`config.mk`:
```
export PLATFORM = sky130hd
export DESIGN_NAME = c1_pad_scan_flat
export DESIGN_NICKNAME = d
export VERILOG_FILES = /design/src/rtl/c1_pad_scan_if.sv /design/src/rtl/c1_pad_scan.sv /design/src/flat_wrapper.sv
export SDC_FILE = /design/constraint.sdc
export NUM_CORES = 1
export LEC_CHECK = 0
export BUFFER_PORTS_ARGS = -buffer_cell sky130_fd_sc_hd__buf_2
export CAP_MARGIN = 20
export CELL_PAD_IN_SITES_DETAIL_PLACEMENT = 0
export CELL_PAD_IN_SITES_GLOBAL_PLACEMENT = 1
export CORE_UTILIZATION = 25
export CTS_CLUSTER_DIAMETER = 40
export DETAILED_ROUTE_END_ITERATION = 6
export PLACE_DENSITY = 0.6
export SYNTH_ARGS = -nofsm -noshare
export SYNTH_HDL_FRONTEND = slang
export SYNTH_SLANG_ARGS = --single-unit
```
`constraint.sdc`:
```
create_clock -name CLK_24M -period 2 [get_ports CLK_24M]
set_clock_uncertainty 0.15 [all_clocks]
set_input_delay 0.3 -clock CLK_24M [delete_from_list [all_inputs] [get_ports CLK_24M]]
set_output_delay 0.3 -clock CLK_24M [all_outputs]
set_load 0.01 [all_outputs]
```
`src/rtl/c1_pad_scan_if.sv`:
```
// -----------------------------------------------------------------------------
// c1_pad_scan_if
// Signal bundle between the two pad connectors, the 68k input-zone decode and
// the C1 pad scanner.
//
//   nCTRL1_ZONE / nCTRL2_ZONE / nSTATUSB_ZONE : active-low 68k zone reads
//   PAD1_DATA / PAD2_DATA : serial pad data (0 = pressed), asynchronous
//   PAD_LATCH             : parallel-load strobe to both pads, active high
//   PAD_CLK               : shift clock to both pads, idle high
//   P1_IN / P2_IN         : committed pad state, active low
//   SCAN_DONE             : one-cycle pulse on each commit
//   BUSY                  : scanner FSM is not idle
//
// Modports:
//   slave  - the scanner (reads zones/pad data, drives the rest)
//   master - the surroundings (pads, bus decode, C1 input read)
// -----------------------------------------------------------------------------
interface c1_pad_scan_if;
    logic       nCTRL1_ZONE;
    logic       nCTRL2_ZONE;
    logic       nSTATUSB_ZONE;
    logic       PAD1_DATA;
    logic       PAD2_DATA;
    logic       PAD_LATCH;
    logic       PAD_CLK;
    logic [9:0] P1_IN;
    logic [9:0] P2_IN;
    logic       SCAN_DONE;
    logic       BUSY;

    modport slave (
        input  nCTRL1_ZONE,
        input  nCTRL2_ZONE,
        input  nSTATUSB_ZONE,
        input  PAD1_DATA,
        input  PAD2_DATA,
        output PAD_LATCH,
        output PAD_CLK,
        output P1_IN,
        output P2_IN,
        output SCAN_DONE,
        output BUSY
    );

    modport master (
        output nCTRL1_ZONE,
        output nCTRL2_ZONE,
        output nSTATUSB_ZONE,
        output PAD1_DATA,
        output PAD2_DATA,
        input  PAD_LATCH,
        input  PAD_CLK,
        input  P1_IN,
        input  P2_IN,
        input  SCAN_DONE,
        input  BUSY
    );
endinterface

```
`src/rtl/c1_pad_scan.sv`:
```
// -----------------------------------------------------------------------------
// c1_pad_scan
// Periodic serial scanner for two player pads using a latch/clock shift
// register interface. Every SCAN_DIV cycles it latches both pads, shifts out
// PAD_BITS bits from each, and commits them as the active-low P1_IN / P2_IN
// words read by the C1 input decode. The commit is held off while the 68k is
// reading any input zone so a single bus read never sees a torn word.
//
// Ports:
//   CLK_24M  in  system clock, all state lives here
//   nRESET   in  asynchronous active-low reset
//   bus      c1_pad_scan_if.slave (zones, pad data, pad strobes, outputs)
//
// Parameters:
//   SCAN_DIV  cycles between scan starts (>= 4*BIT_DIV*PAD_BITS for 1 scan/tick)
//   BIT_DIV   cycles per PAD_CLK phase and PAD_LATCH width (>= 2)
//   PAD_BITS  bits per pad, fixed at 10 to match P*_IN
//
// Optional build macro:
//   C1_PAD_DEBOUNCE_EN - a committed bit only changes when two consecutive
//   scans agree on it; the previous raw sample is kept per pad.
// -----------------------------------------------------------------------------
module c1_pad_scan #(
    parameter int SCAN_DIV = 24000,
    parameter int BIT_DIV  = 12,
    parameter int PAD_BITS = 10
) (
    input  logic         CLK_24M,
    input  logic         nRESET,
    c1_pad_scan_if.slave bus
);

    localparam int TW = $clog2(SCAN_DIV);
    localparam int CW = $clog2(BIT_DIV);
    localparam int IW = $clog2(PAD_BITS);

    localparam logic [TW-1:0]       TIMER_LAST   = TW'(SCAN_DIV - 1);
    localparam logic [CW-1:0]       PHASE_LAST   = CW'(BIT_DIV - 1);
    localparam logic [IW-1:0]       INDEX_LAST   = IW'(PAD_BITS - 1);
    localparam logic [TW-1:0]       TIMER_ZERO   = {TW{1'b0}};
    localparam logic [CW-1:0]       PHASE_ZERO   = {CW{1'b0}};
    localparam logic [IW-1:0]       INDEX_ZERO   = {IW{1'b0}};
    localparam logic [PAD_BITS-1:0] ALL_RELEASED = {PAD_BITS{1'b1}};

    typedef enum logic [1:0] {
        ST_IDLE   = 2'd0,
        ST_LATCH  = 2'd1,
        ST_SHIFT  = 2'd2,
        ST_COMMIT = 2'd3
    } state_t;

`ifdef C1_PAD_DEBOUNCE_EN
    // Take the new bit where the new sample agrees with the previous raw
    // sample, otherwise keep the committed bit.
    function automatic logic [PAD_BITS-1:0] debounce_merge(
        input logic [PAD_BITS-1:0] committed,
        input logic [PAD_BITS-1:0] prev_raw,
        input logic [PAD_BITS-1:0] new_raw
    );
        logic [PAD_BITS-1:0] stable;
        stable = ~(new_raw ^ prev_raw);
        return (new_raw & stable) | (committed & ~stable);
    endfunction
`endif

    // Synchronizers: bit 0 carries pad 1, bit 1 carries pad 2
    logic [1:0]          sync_meta_r;
    logic [1:0]          sync_r;

    // Scan timer
    logic [TW-1:0]       timer_r;
    logic                tick_r;

    // FSM state and its sub-counters
    state_t              state_r;
    state_t              state_s;
    logic [CW-1:0]       phase_cnt_r;
    logic [CW-1:0]       phase_cnt_s;
    logic                clk_high_r;     // 0 = PAD_CLK low phase of a bit, 1 = high phase
    logic                clk_high_s;
    logic [IW-1:0]       bit_idx_r;
    logic [IW-1:0]       bit_idx_s;
    logic                pending_r;
    logic                pending_s;
    logic                sample_s;
    logic                commit_s;
    logic                zone_active_s;

    // Shadow sample registers
    logic [PAD_BITS-1:0] shadow1_r;
    logic [PAD_BITS-1:0] shadow2_r;
`ifdef C1_PAD_DEBOUNCE_EN
    logic [PAD_BITS-1:0] prev1_r;
    logic [PAD_BITS-1:0] prev2_r;
`endif

    // Registered outputs
    logic [PAD_BITS-1:0] p1_r;
    logic [PAD_BITS-1:0] p2_r;
    logic                pad_latch_r;
    logic                pad_clk_r;
    logic                scan_done_r;
    logic                busy_r;

    // Any 68k read of an input zone blocks the commit.
    assign zone_active_s = ~(bus.nCTRL1_ZONE & bus.nCTRL2_ZONE & bus.nSTATUSB_ZONE);

    // Two-flop synchronizer for the asynchronous pad data lines
    always_ff @(posedge CLK_24M or negedge nRESET) begin
        if (!nRESET) begin
            sync_meta_r <= 2'b11;
            sync_r      <= 2'b11;
        end else begin
            sync_meta_r <= {bus.PAD2_DATA, bus.PAD1_DATA};
            sync_r      <= sync_meta_r;
        end
    end

    // Free-running scan timer; the tick is registered so it lands one cycle
    // after the wrap and the scan starts the cycle after that.
    always_ff @(posedge CLK_24M or negedge nRESET) begin
        if (!nRESET) begin
            timer_r <= TIMER_ZERO;
            tick_r  <= 1'b0;
        end else if (timer_r == TIMER_LAST) begin
            timer_r <= TIMER_ZERO;
            tick_r  <= 1'b1;
        end else begin
            timer_r <= timer_r + TW'(1);
            tick_r  <= 1'b0;
        end
    end

    // FSM next-state, sub-counter and pending-request logic
    always_comb begin
        state_s     = state_r;
        phase_cnt_s = phase_cnt_r;
        clk_high_s  = clk_high_r;
        bit_idx_s   = bit_idx_r;
        pending_s   = pending_r;
        sample_s    = 1'b0;
        commit_s    = 1'b0;

        // A tick arriving mid-scan is remembered once; extra ticks fold into it.
        if (tick_r && (state_r != ST_IDLE)) begin
            pending_s = 1'b1;
        end else begin
            pending_s = pending_r;
        end

        case (state_r)
            ST_IDLE: begin
                if (tick_r || pending_r) begin
                    state_s     = ST_LATCH;
                    phase_cnt_s = PHASE_ZERO;
                    pending_s   = 1'b0;
                end else begin
                    state_s = ST_IDLE;
                end
            end

            ST_LATCH: begin
                if (phase_cnt_r == PHASE_LAST) begin
                    state_s     = ST_SHIFT;
                    phase_cnt_s = PHASE_ZERO;
                    clk_high_s  = 1'b0;
                    bit_idx_s   = INDEX_ZERO;
                end else begin
                    phase_cnt_s = phase_cnt_r + CW'(1);
                end
            end

            ST_SHIFT: begin
                if (phase_cnt_r == PHASE_LAST) begin
                    phase_cnt_s = PHASE_ZERO;
                    if (!clk_high_r) begin
                        // Last low-phase cycle: the pad has held this bit
                        // long enough to be through the synchronizer.
                        sample_s   = 1'b1;
                        clk_high_s = 1'b1;
                    end else begin
                        clk_high_s = 1'b0;
                        if (bit_idx_r == INDEX_LAST) begin
                            state_s = ST_COMMIT;
                        end else begin
                            bit_idx_s = bit_idx_r + IW'(1);
                        end
                    end
                end else begin
                    phase_cnt_s = phase_cnt_r + CW'(1);
                end
            end

            ST_COMMIT: begin
                if (zone_active_s) begin
                    state_s = ST_COMMIT;
                end else begin
                    commit_s = 1'b1;
                    state_s  = ST_IDLE;
                end
            end

            default: begin
                state_s = ST_IDLE;
            end
        endcase
    end

    // FSM state register; pad strobes and BUSY are registered from the next
    // state so they line up with the state they describe.
    always_ff @(posedge CLK_24M or negedge nRESET) begin
        if (!nRESET) begin
            state_r     <= ST_IDLE;
            phase_cnt_r <= PHASE_ZERO;
            clk_high_r  <= 1'b0;
            bit_idx_r   <= INDEX_ZERO;
            pending_r   <= 1'b0;
            pad_latch_r <= 1'b0;
            pad_clk_r   <= 1'b1;
            busy_r      <= 1'b0;
            scan_done_r <= 1'b0;
        end else begin
            state_r     <= state_s;
            phase_cnt_r <= phase_cnt_s;
            clk_high_r  <= clk_high_s;
            bit_idx_r   <= bit_idx_s;
            pending_r   <= pending_s;
            pad_latch_r <= (state_s == ST_LATCH);
            pad_clk_r   <= ~((state_s == ST_SHIFT) && !clk_high_s);
            busy_r      <= (state_s != ST_IDLE);
            scan_done_r <= commit_s;
        end
    end

    // Shadow capture: shadow bit i holds the i-th bit shifted out of the pad
    always_ff @(posedge CLK_24M or negedge nRESET) begin
        if (!nRESET) begin
            shadow1_r <= ALL_RELEASED;
            shadow2_r <= ALL_RELEASED;
        end else if (sample_s) begin
            shadow1_r[bit_idx_r] <= sync_r[0];
            shadow2_r[bit_idx_r] <= sync_r[1];
        end
    end

`ifdef C1_PAD_DEBOUNCE_EN
    // Commit with two-scan agreement; the raw history always follows the sample
    always_ff @(posedge CLK_24M or negedge nRESET) begin
        if (!nRESET) begin
            p1_r    <= ALL_RELEASED;
            p2_r    <= ALL_RELEASED;
            prev1_r <= ALL_RELEASED;
            prev2_r <= ALL_RELEASED;
        end else if (commit_s) begin
            p1_r    <= debounce_merge(p1_r, prev1_r, shadow1_r);
            p2_r    <= debounce_merge(p2_r, prev2_r, shadow2_r);
            prev1_r <= shadow1_r;
            prev2_r <= shadow2_r;
        end
    end
`else
    // Commit copies the shadows straight into the visible words
    always_ff @(posedge CLK_24M or negedge nRESET) begin
        if (!nRESET) begin
            p1_r <= ALL_RELEASED;
            p2_r <= ALL_RELEASED;
        end else if (commit_s) begin
            p1_r <= shadow1_r;
            p2_r <= shadow2_r;
        end
    end
`endif

    assign bus.PAD_LATCH = pad_latch_r;
    assign bus.PAD_CLK   = pad_clk_r;
    assign bus.P1_IN     = p1_r;
    assign bus.P2_IN     = p2_r;
    assign bus.SCAN_DONE = scan_done_r;
    assign bus.BUSY      = busy_r;

endmodule

```
`src/flat_wrapper.sv`:
```
// flat-port wrapper written by rule: the top's interface ports become plain ports
module c1_pad_scan_flat 
#(
    parameter int SCAN_DIV = 24000,
    parameter int BIT_DIV  = 12,
    parameter int PAD_BITS = 10
)
  (CLK_24M, nRESET, bus_nCTRL1_ZONE, bus_nCTRL2_ZONE, bus_nSTATUSB_ZONE, bus_PAD1_DATA, bus_PAD2_DATA, bus_PAD_LATCH, bus_PAD_CLK, bus_P1_IN, bus_P2_IN, bus_SCAN_DONE, bus_BUSY);
  c1_pad_scan_if bus_i ();
  input  logic CLK_24M;
  input  logic nRESET;
  input wire logic [$bits(bus_i.nCTRL1_ZONE)-1:0] bus_nCTRL1_ZONE;
  input wire logic [$bits(bus_i.nCTRL2_ZONE)-1:0] bus_nCTRL2_ZONE;
  input wire logic [$bits(bus_i.nSTATUSB_ZONE)-1:0] bus_nSTATUSB_ZONE;
  input wire logic [$bits(bus_i.PAD1_DATA)-1:0] bus_PAD1_DATA;
  input wire logic [$bits(bus_i.PAD2_DATA)-1:0] bus_PAD2_DATA;
  output wire logic [$bits(bus_i.PAD_LATCH)-1:0] bus_PAD_LATCH;
  output wire logic [$bits(bus_i.PAD_CLK)-1:0] bus_PAD_CLK;
  output wire logic [$bits(bus_i.P1_IN)-1:0] bus_P1_IN;
  output wire logic [$bits(bus_i.P2_IN)-1:0] bus_P2_IN;
  output wire logic [$bits(bus_i.SCAN_DONE)-1:0] bus_SCAN_DONE;
  output wire logic [$bits(bus_i.BUSY)-1:0] bus_BUSY;
  assign bus_i.nCTRL1_ZONE = bus_nCTRL1_ZONE;
  assign bus_i.nCTRL2_ZONE = bus_nCTRL2_ZONE;
  assign bus_i.nSTATUSB_ZONE = bus_nSTATUSB_ZONE;
  assign bus_i.PAD1_DATA = bus_PAD1_DATA;
  assign bus_i.PAD2_DATA = bus_PAD2_DATA;
  assign bus_PAD_LATCH = bus_i.PAD_LATCH;
  assign bus_PAD_CLK = bus_i.PAD_CLK;
  assign bus_P1_IN = bus_i.P1_IN;
  assign bus_P2_IN = bus_i.P2_IN;
  assign bus_SCAN_DONE = bus_i.SCAN_DONE;
  assign bus_BUSY = bus_i.BUSY;
  c1_pad_scan #(.SCAN_DIV(SCAN_DIV), .BIT_DIV(BIT_DIV), .PAD_BITS(PAD_BITS)) u_core (.CLK_24M(CLK_24M), .nRESET(nRESET), .bus(bus_i));
endmodule
```
==> results of run 1 <==
[how the worst max path moves through the flow]
| stage | start | to | slack [ps] | cells after the start |
|---|---|---|---|---|
| after global routing | u_core.phase_cnt_r[0]$_DFFE_PN0P_ | u_core.bus.PAD_CLK$_DFF_PN1_ | -50 | 7 |
| final | u_core.state_r[0]$_DFF_PN0_ | u_core.bus.PAD_CLK$_DFF_PN1_ | -1 | 6 |
| after global placement | u_core.phase_cnt_r[0]$_DFFE_PN0P_ | u_core.shadow1_r[9]$_DFFE_PN1P_ | -30 | 8 |
| after CTS | u_core.phase_cnt_r[1]$_DFFE_PN0P_ | u_core.shadow2_r[5]$_DFFE_PN1P_ | 8 | 8 |
| after floorplan | u_core.phase_cnt_r[0]$_DFFE_PN0P_ | u_core.shadow1_r[5]$_DFFE_PN1P_ | 8 | 9 |
| after detailed placement | u_core.phase_cnt_r[1]$_DFFE_PN0P_ | u_core.shadow2_r[8]$_DFFE_PN1P_ | -60 | 8 |
[where the power goes]
part	total [µW]	switching (µW)	internal, µW
clock network	1570	605	963
registers	1620	34.1	1590
logic	333	176	157
total	3520	815	2710
[timing repair]
item / in CTS / in global routing
resized for setup: 2 / 13
gates cloned: 0 / 0
setup endpoints to repair: 9 / 29
hold buffers: 3 / 0
pin swaps: 1 / 7
buffers inserted: 1 / 4
hold endpoints to repair: 33 / 0
[stage by stage]
step | std cells | util [%] | setup TNS [ps] | worst slack (ps)
after CTS | 545 | 32.7 | 0 | 8.13
after global placement | 525 | 30.2 | -142 | -27.3
after floorplan | 309 | - | 0 | 8.24
after global routing | 549 | 33.4 | -242 | -50.0
final | 549 | 33.4 | -1.11 | -1.11
after detailed placement | 525 | 30.2 | -367 | -57.7
[kinds of logic (layout without fill, tap and decap cells)]
| kind of cell | after synthesis | in the layout | share of synthesized area [%] |
|---|---|---|---|
| xor+xnor | 12 | 12 | 3.13 |
| fa+ha+maj | 12 | 12 | 4.47 |
| flops | 76 | 76 | 58.3 |
| simple gates | 148 | 148 | 21.1 |
| compound gates | 20 | 20 | 3.83 |
| mux | 21 | 21 | 7.00 |
| buf+inv | 20 | 88 | 2.23 |
[layer usage]
metal / global-route usage, % / wire (µm)
met5: 0 / 0
met1: 12.2 / 2960
met3: 2.03 / 200
met4: 5.93 / 185
met2: 18.3 / 3570
[final cells by class]
cell class | instances | area [µm²] | share of cell area [%]
Timing Repair Buffer | 62 | 410 | 9.54
Inverter | 10 | 37.5 | 0.873
Tap cell | 172 | 215 | 5.00
Clock inverter | 5 | 53.8 | 1.25
Clock buffer | 11 | 233 | 5.41
Sequential cell | 76 | 1960 | 45.5
Multi-Input combinational cell | 213 | 1390 | 32.4
[critical path: stages (launching register included)]
cell and delay [ps]:
dfrtp_1 350, inv_1 110, ha_4 190, and4b_1 220, a221oi_2 270, nand3_1 140, or4b_4 490
[flip-flops by register name, indices dropped and copies added (netlist names)]
| signal | cells |
|---|---|
| u_core.bus.P1_IN | 10 |
| u_core.sync_meta_r | 2 |
| u_core.bus.PAD_CLK | 1 |
| u_core.shadow2_r | 10 |
| u_core.sync_r | 2 |
| u_core.bus.BUSY | 1 |
| u_core.bus.PAD_LATCH | 1 |
| u_core.clk_high_r | 1 |
| u_core.bit_idx_r | 4 |
| u_core.pending_r | 1 |
| u_core.bus.SCAN_DONE | 1 |
| u_core.phase_cnt_r | 4 |
| u_core.tick_r | 1 |
| u_core.state_r | 2 |
| u_core.timer_r | 15 |
| u_core.bus.P2_IN | 10 |
| u_core.shadow1_r | 10 |
[placed cells by master (no fill, tap or decap), types with 3 or more instances in the layout]
master,n
dfrtp_1,31
mux2_2,20
buf_4,28
dfstp_2,45
nand3b_1,3
nor2_1,17
inv_1,10
nand2b_1,5
nand3_1,14
ha_1,9
nand2_1,76
o21ai_0,5
xor2_1,11
a21oi_1,4
nand4_1,5
clkbuf_16,9
nor2_2,4
dlygate4sd3_1,3
nor2b_1,4
buf_2,30
==> key figures, run 1 <==
Synth
  – Flops & latches, synth: 76
  – Count leader, synth: nand2_1
  – Syn avg cell area: roughly 11 µm²
  – Share of async-settable or async-resettable flops after synthesis: 100%
  – Synth area leaders: dfstp_2 (35%), dfrtp_1 (23%), nand2_1 (8.5%), mux2_2 (6.7%), ha_1 (4.5%)
  – Top_reg_cell synth: dfstp_2
  – Synthesized instance count: a little over 300
  – Post-synth EDFFs: 0
  – Commonest cells in the netlist: nand2_1 (76), dfstp_2 (45), dfrtp_1 (31)
  – Post-synthesis sequential area ratio: approximately three fifths
  – Synth top area share: between 30% and 40%
  – Post-synth top area cell: dfstp_2
  – Yosys warns: 0
  – Netlist cell types: just over 40
  – Post-Syn Area: between 0.003 and 0.004 mm²
  – Post-Syn Nets: approximately 330

Global route
  – Tot GR Track Use: 10.6%
  – Total gr overflow: 0
  – Via count of the first global-routing pass: ~2400
  – First-pass GRT wire length: 11600 µm
  – Largest net degree at the start of global routing: 77
  – Antenna violations before repair: 0

STA
  – Worst-margin pin slew: around 600 ps
  – Hold Fails Final Rpt: 0
  – Max-slew violations: 0
  – Unrepaired setup endpoints after global routing: yes
  – Post-route minimum period: 2000 ps
  – Setup violators final: 1
  – Final worst-path setup slack: -1.11 ps
  – Slew HR: around three fifths
  – Crit share post-route: 100%
  – FMAX: between 400 and 500 MHz
  – Hold WS: approximately 200 ps

Setup path
  – R2r setup slk: -1 ps
  – Crit Path Max Fanout: 3
  – R2R cell count: 6
  – Worst setup path class: flop to flop
  – Critical Path RT: 2090 ps
  – Critical Path Sink Type: flop
  – Worst setup SP type: flop
  – RR Endpoint: u_core.bus.PAD_CLK$_DFF_PN1_
  – Critical path arrival: about 2100 ps
  – Reg-to-Reg Start: u_core.state_r[0]$_DFF_PN0_

Power
  – Tot Pwr: 3520 µW
  – Worst-case vdd ir drop: around 0.37 mV
  – Pleak: 0.00199 µW
  – Power per cell area: between 800 and 900 mW/mm²

Drt
  – Wire length per cell: 12.6 µm
  – DR iter-0 viols: ~110
  – Final wirelength: ~7000 µm
  – Antenna viol nets, final: 0
  – Drt drc: 0
  – Via density: about 4.3
  – DR vias: between 2000 and 2500
  – Drt first pass iters: 4

Placement
  – GPL Wtd Cong: between 0.7 and 0.8
  – Post-DP HPWL: between 4000 and 5000 µm
  – Number of port buffers: 30
  – Cell Area, Placed: about 0.004 mm²

Job
  – Max cap viols: 0

Clock network
  – TritonCTS clock tree: built
  – Clock sinks: 76
  – Clock Path Buffers: 2
  – Clock Pin Slew Worst Setup and Hold Paths: around 60 ps
  – CTS buffer count: 9
  – CTS Root Buffer Type: clkbuf_16
  – Clock latency at the later pin of the worst-skew pair: 330 ps
  – H-Tree Depth: 3

Cells and area
  – Fill cell count: 1285
  – Share of layout cells above drive strength 1: 41.4%
  – Final Cell Area: 0.00430 mm²
  – Post-layout net count: 391
  – Layout area overhead: 28.0%
  – Diodes inserted: 0

Floorplanning
  – Die Width: 118 µm
  – Initial Util: about a quarter
  – I/O pin count: 31
  – Core area: between 0.01 and 0.015 mm²
  – Die height: roughly 120 µm
  – DIE AREA: between 0.01 and 0.015 mm²
  – Row Count: 41

Run status
  – Failing checks: negative setup slack
  – Status: finished with violations

Hold path
  – Hold path cells: 0
  – Hold Path Sink: u_core.sync_r[1]$_DFF_PN1_
  – Hold WC Path Type: flop to flop
  – Hold path startpoint: u_core.sync_meta_r[1]$_DFF_PN1_
(Power assumes the default switching activity.)
==> inputs of run 2 (changes only) <==
--- a/config.mk
+++ b/config.mk
@@ -5,6 +5,7 @@
 export SDC_FILE = /design/constraint.sdc
 export NUM_CORES = 1
 export LEC_CHECK = 0
+export ABC_CLOCK_PERIOD_IN_PS = 2400
 export BUFFER_PORTS_ARGS = -buffer_cell sky130_fd_sc_hd__buf_2
 export CAP_MARGIN = 20
 export CELL_PAD_IN_SITES_DETAIL_PLACEMENT = 0
@@ -12,7 +13,7 @@
 export CORE_UTILIZATION = 25
 export CTS_CLUSTER_DIAMETER = 40
 export DETAILED_ROUTE_END_ITERATION = 6
-export PLACE_DENSITY = 0.6
+export PLACE_DENSITY = 0.58
 export SYNTH_ARGS = -nofsm -noshare
 export SYNTH_HDL_FRONTEND = slang
 export SYNTH_SLANG_ARGS = --single-unit
==> constraint.sdc (replaced) <==
create_clock -name CLK_24M -period 2.4 [get_ports CLK_24M]
set_clock_uncertainty 0.15 [all_clocks]
set_input_delay 0.36 -clock CLK_24M [delete_from_list [all_inputs] [get_ports CLK_24M]]
set_output_delay 0.36 -clock CLK_24M [all_outputs]
set_load 0.01 [all_outputs]
==> run 2 against run 1 <==
The run now ends clean. Non-clock buffer count shrank 26. Power down 19%. Die area stayed put. Critical path type unchanged. Critical endpoint unchanged. Largest cell class unchanged. Largest power group unchanged. Highest routed layer unchanged.
==> key figures, run 2 (synthesis results as in run 1) <==
Setup path
  – Critical Path RT: roughly 2500 ps
  – R2R cell count: 6
  – CP max-delay cell: or4b_1
  – RR Endpoint: u_core.bus.PAD_CLK$_DFF_PN1_
  – R2r setup slk: around 160 ps
  – Crit Path Max Fanout: 7
  – Reg-to-Reg Start: u_core.state_r[0]$_DFF_PN0_
  – Critical-path cell list: inv_1 > ha_1 > and4b_1 > a221oi_1 > nand3_1 > or4b_1
  – Critical Path Sink Type: flop
  – Max incr delay on CP: 520 ps
  – CP startpoint: u_core.state_r[0]$_DFF_PN0_
  – CP Capture Point: u_core.bus.PAD_CLK$_DFF_PN1_
  – Worst setup path class: flop to flop
  – Critical path arrival: roughly 2300 ps
  – Worst setup SP type: flop

STA
  – Hold WS: ~210 ps
  – Worst-margin pin slew: 597 ps
  – Setup violators final: 0
  – Max-slew violations: 0
  – Hold Fails Final Rpt: 0
  – Final worst-path setup slack: 158 ps
  – FMAX: ~450 MHz
  – Unrepaired setup endpoints after global routing: no
  – Post-route minimum period: 2240 ps
  – Slew HR: between 60% and 70%
  – Crit share post-route: between 90% and 100%
  – Setup TNS: 0 ps

Floorplanning
  – DIE AREA: about 0.014 mm²
  – Core area: 0.0129 mm²
  – Die Width: between 100 and 150 µm
  – I/O pin count: 31
  – Initial Util: a little over a quarter
  – Row Count: 41
  – Die height: 118 µm

Clock network
  – Clock latency at the later pin of the worst-skew pair: 330 ps
  – Clock Path Buffers: 2
  – CTS Root Buffer Type: clkbuf_16
  – CTS buffer count: 9
  – Clock sinks: 76
  – H-Tree Depth: 3
  – Postcts setup bufs: 0
  – TritonCTS clock tree: built
  – Clock Pin Slew Worst Setup and Hold Paths: ~60 ps

Cells and area
  – Diodes inserted: 0
  – Max reg flops: 15
  – Post-layout net count: between 300 and 400
  – Largest Register: u_core.timer_r
  – Layout area overhead: 20.4%
  – Share of layout cells above drive strength 1: about a third
  – Fill cell count: around 1300
  – Most common cell after layout, fill and taps aside: nand2_1
  – Commonest non-fill, non-tap cells in the layout: nand2_1 (76), dfstp_2 (45), dfrtp_1 (31), buf_2 (30), nor2_1 (21)

Power
  – Pleak: between 0.0015 and 0.002 µW
  – Worst-case vdd ir drop: 0.334 mV
  – Power per cell area: approximately 700 mW/mm²

Global route
  – Antenna violations before repair: 0
  – Total gr overflow: 0
  – Largest net degree at the start of global routing: 77
  – Tot GR Track Use: between 10% and 20%
  – Via count of the first global-routing pass: about 2400
  – First-pass GRT wire length: 11400 µm

Drt
  – Drt first pass iters: 4
  – Final wirelength: 6490 µm
  – DR iter-0 viols: between 100 and 150
  – Drt drc: 0
  – Via density: between 4 and 5
  – DR vias: 2239
  – Wire length per cell: approximately 12 µm
  – Antenna viol nets, final: 0

Run status
  – Status: complete, no violations

Placement
  – Number of port buffers: 30
  – Post-DP HPWL: 4560 µm
  – GPL Wtd Cong: 0.728
  – Pre-CTS WS: around 160 ps

Hold path
  – Hold WC Path Type: flop to flop

Job
  – Max cap viols: 0
[run 2: changes by cell type in the layout (fill, tap and decap cells not counted), moves of 2 or more]
cell    change
nor2_2      -4
buf_4      -26
ha_1        +3
ha_4        -2
nor2_1      +4
[run 2: per-stage QoR]
step                      utilization [%]  instance area [µm²]  power (µW)  instances
after global routing                 31.4                 4050        2990        523
after detailed placement             28.9                 3720        1560        504
after CTS                            31.4                 4050        2920        523
after global placement               28.9                 3720        1560        504
after floorplan                         -                 3360        1480        309
final                                31.4                 4050        2860        523
[run 2: cell type report]
type                    instances  area (µm²)  share of cell area (%)
repair buffers                 36         215                    5.32
inverters                      10        37.5                   0.927
well taps                     172         215                    5.32
multi-input cells             213        1330                    32.8
flip-flops and latches         76        1960                    48.4
clock inverters                 6        63.8                    1.58
clock buffers                  10         229                    5.66
[run 2: routing by layer]
layer	vias up	routed length [µm]	GRT usage (%)
met2	36	3220	17.6
met1	1083	2940	12.1
met4	0	133	5.37
met3	10	193	2.71
met5	-	0	0
li1	1110	-	-
[run 2: where the power goes]
group	internal [µW]	switching [µW]
Combinational	68.3	111
Clock	805	520
Sequential	1320	34.9
[run 2: worst min-delay path by stage]
stage / startpoint / endpoint / slack [ps] / cells after the start
6_report: u_core.sync_meta_r[1]$_DFF_PN1_ / u_core.sync_r[1]$_DFF_PN1_ / 210 / 0
5_1_grt: u_core.sync_meta_r[0]$_DFF_PN1_ / u_core.sync_r[0]$_DFF_PN1_ / 210 / 0
4_1_cts: u_core.sync_meta_r[1]$_DFF_PN1_ / u_core.sync_r[1]$_DFF_PN1_ / 210 / 0
3_5_place_dp: u_core.sync_meta_r[1]$_DFF_PN1_ / u_core.sync_r[1]$_DFF_PN1_ / 200 / 0
3_3_place_gp: u_core.sync_meta_r[0]$_DFF_PN1_ / u_core.sync_r[0]$_DFF_PN1_ / 200 / 0
2_1_floorplan: nRESET / u_core.bit_idx_r[0]$_DFFE_PN0P_ / -90 / 0
[run 2: repair_timing]
item | 4_1_cts | 5_1_grt
endpoints found under the hold margin | 33 | 0
gates resized for setup | 0 | 1
hold buffers | 3 | 0
setup endpoints to repair | 0 | 8
[run 2: worst max-delay path, delay by kind of cell, from the launching register on]
family | cells | cell delay, ps
AOI/OAI and AO/OA | 1 | 330
adders and majority gates | 1 | 290
buffers and inverters | 1 | 90
DFF | 1 | 410
and+or+nand+nor | 3 | 880
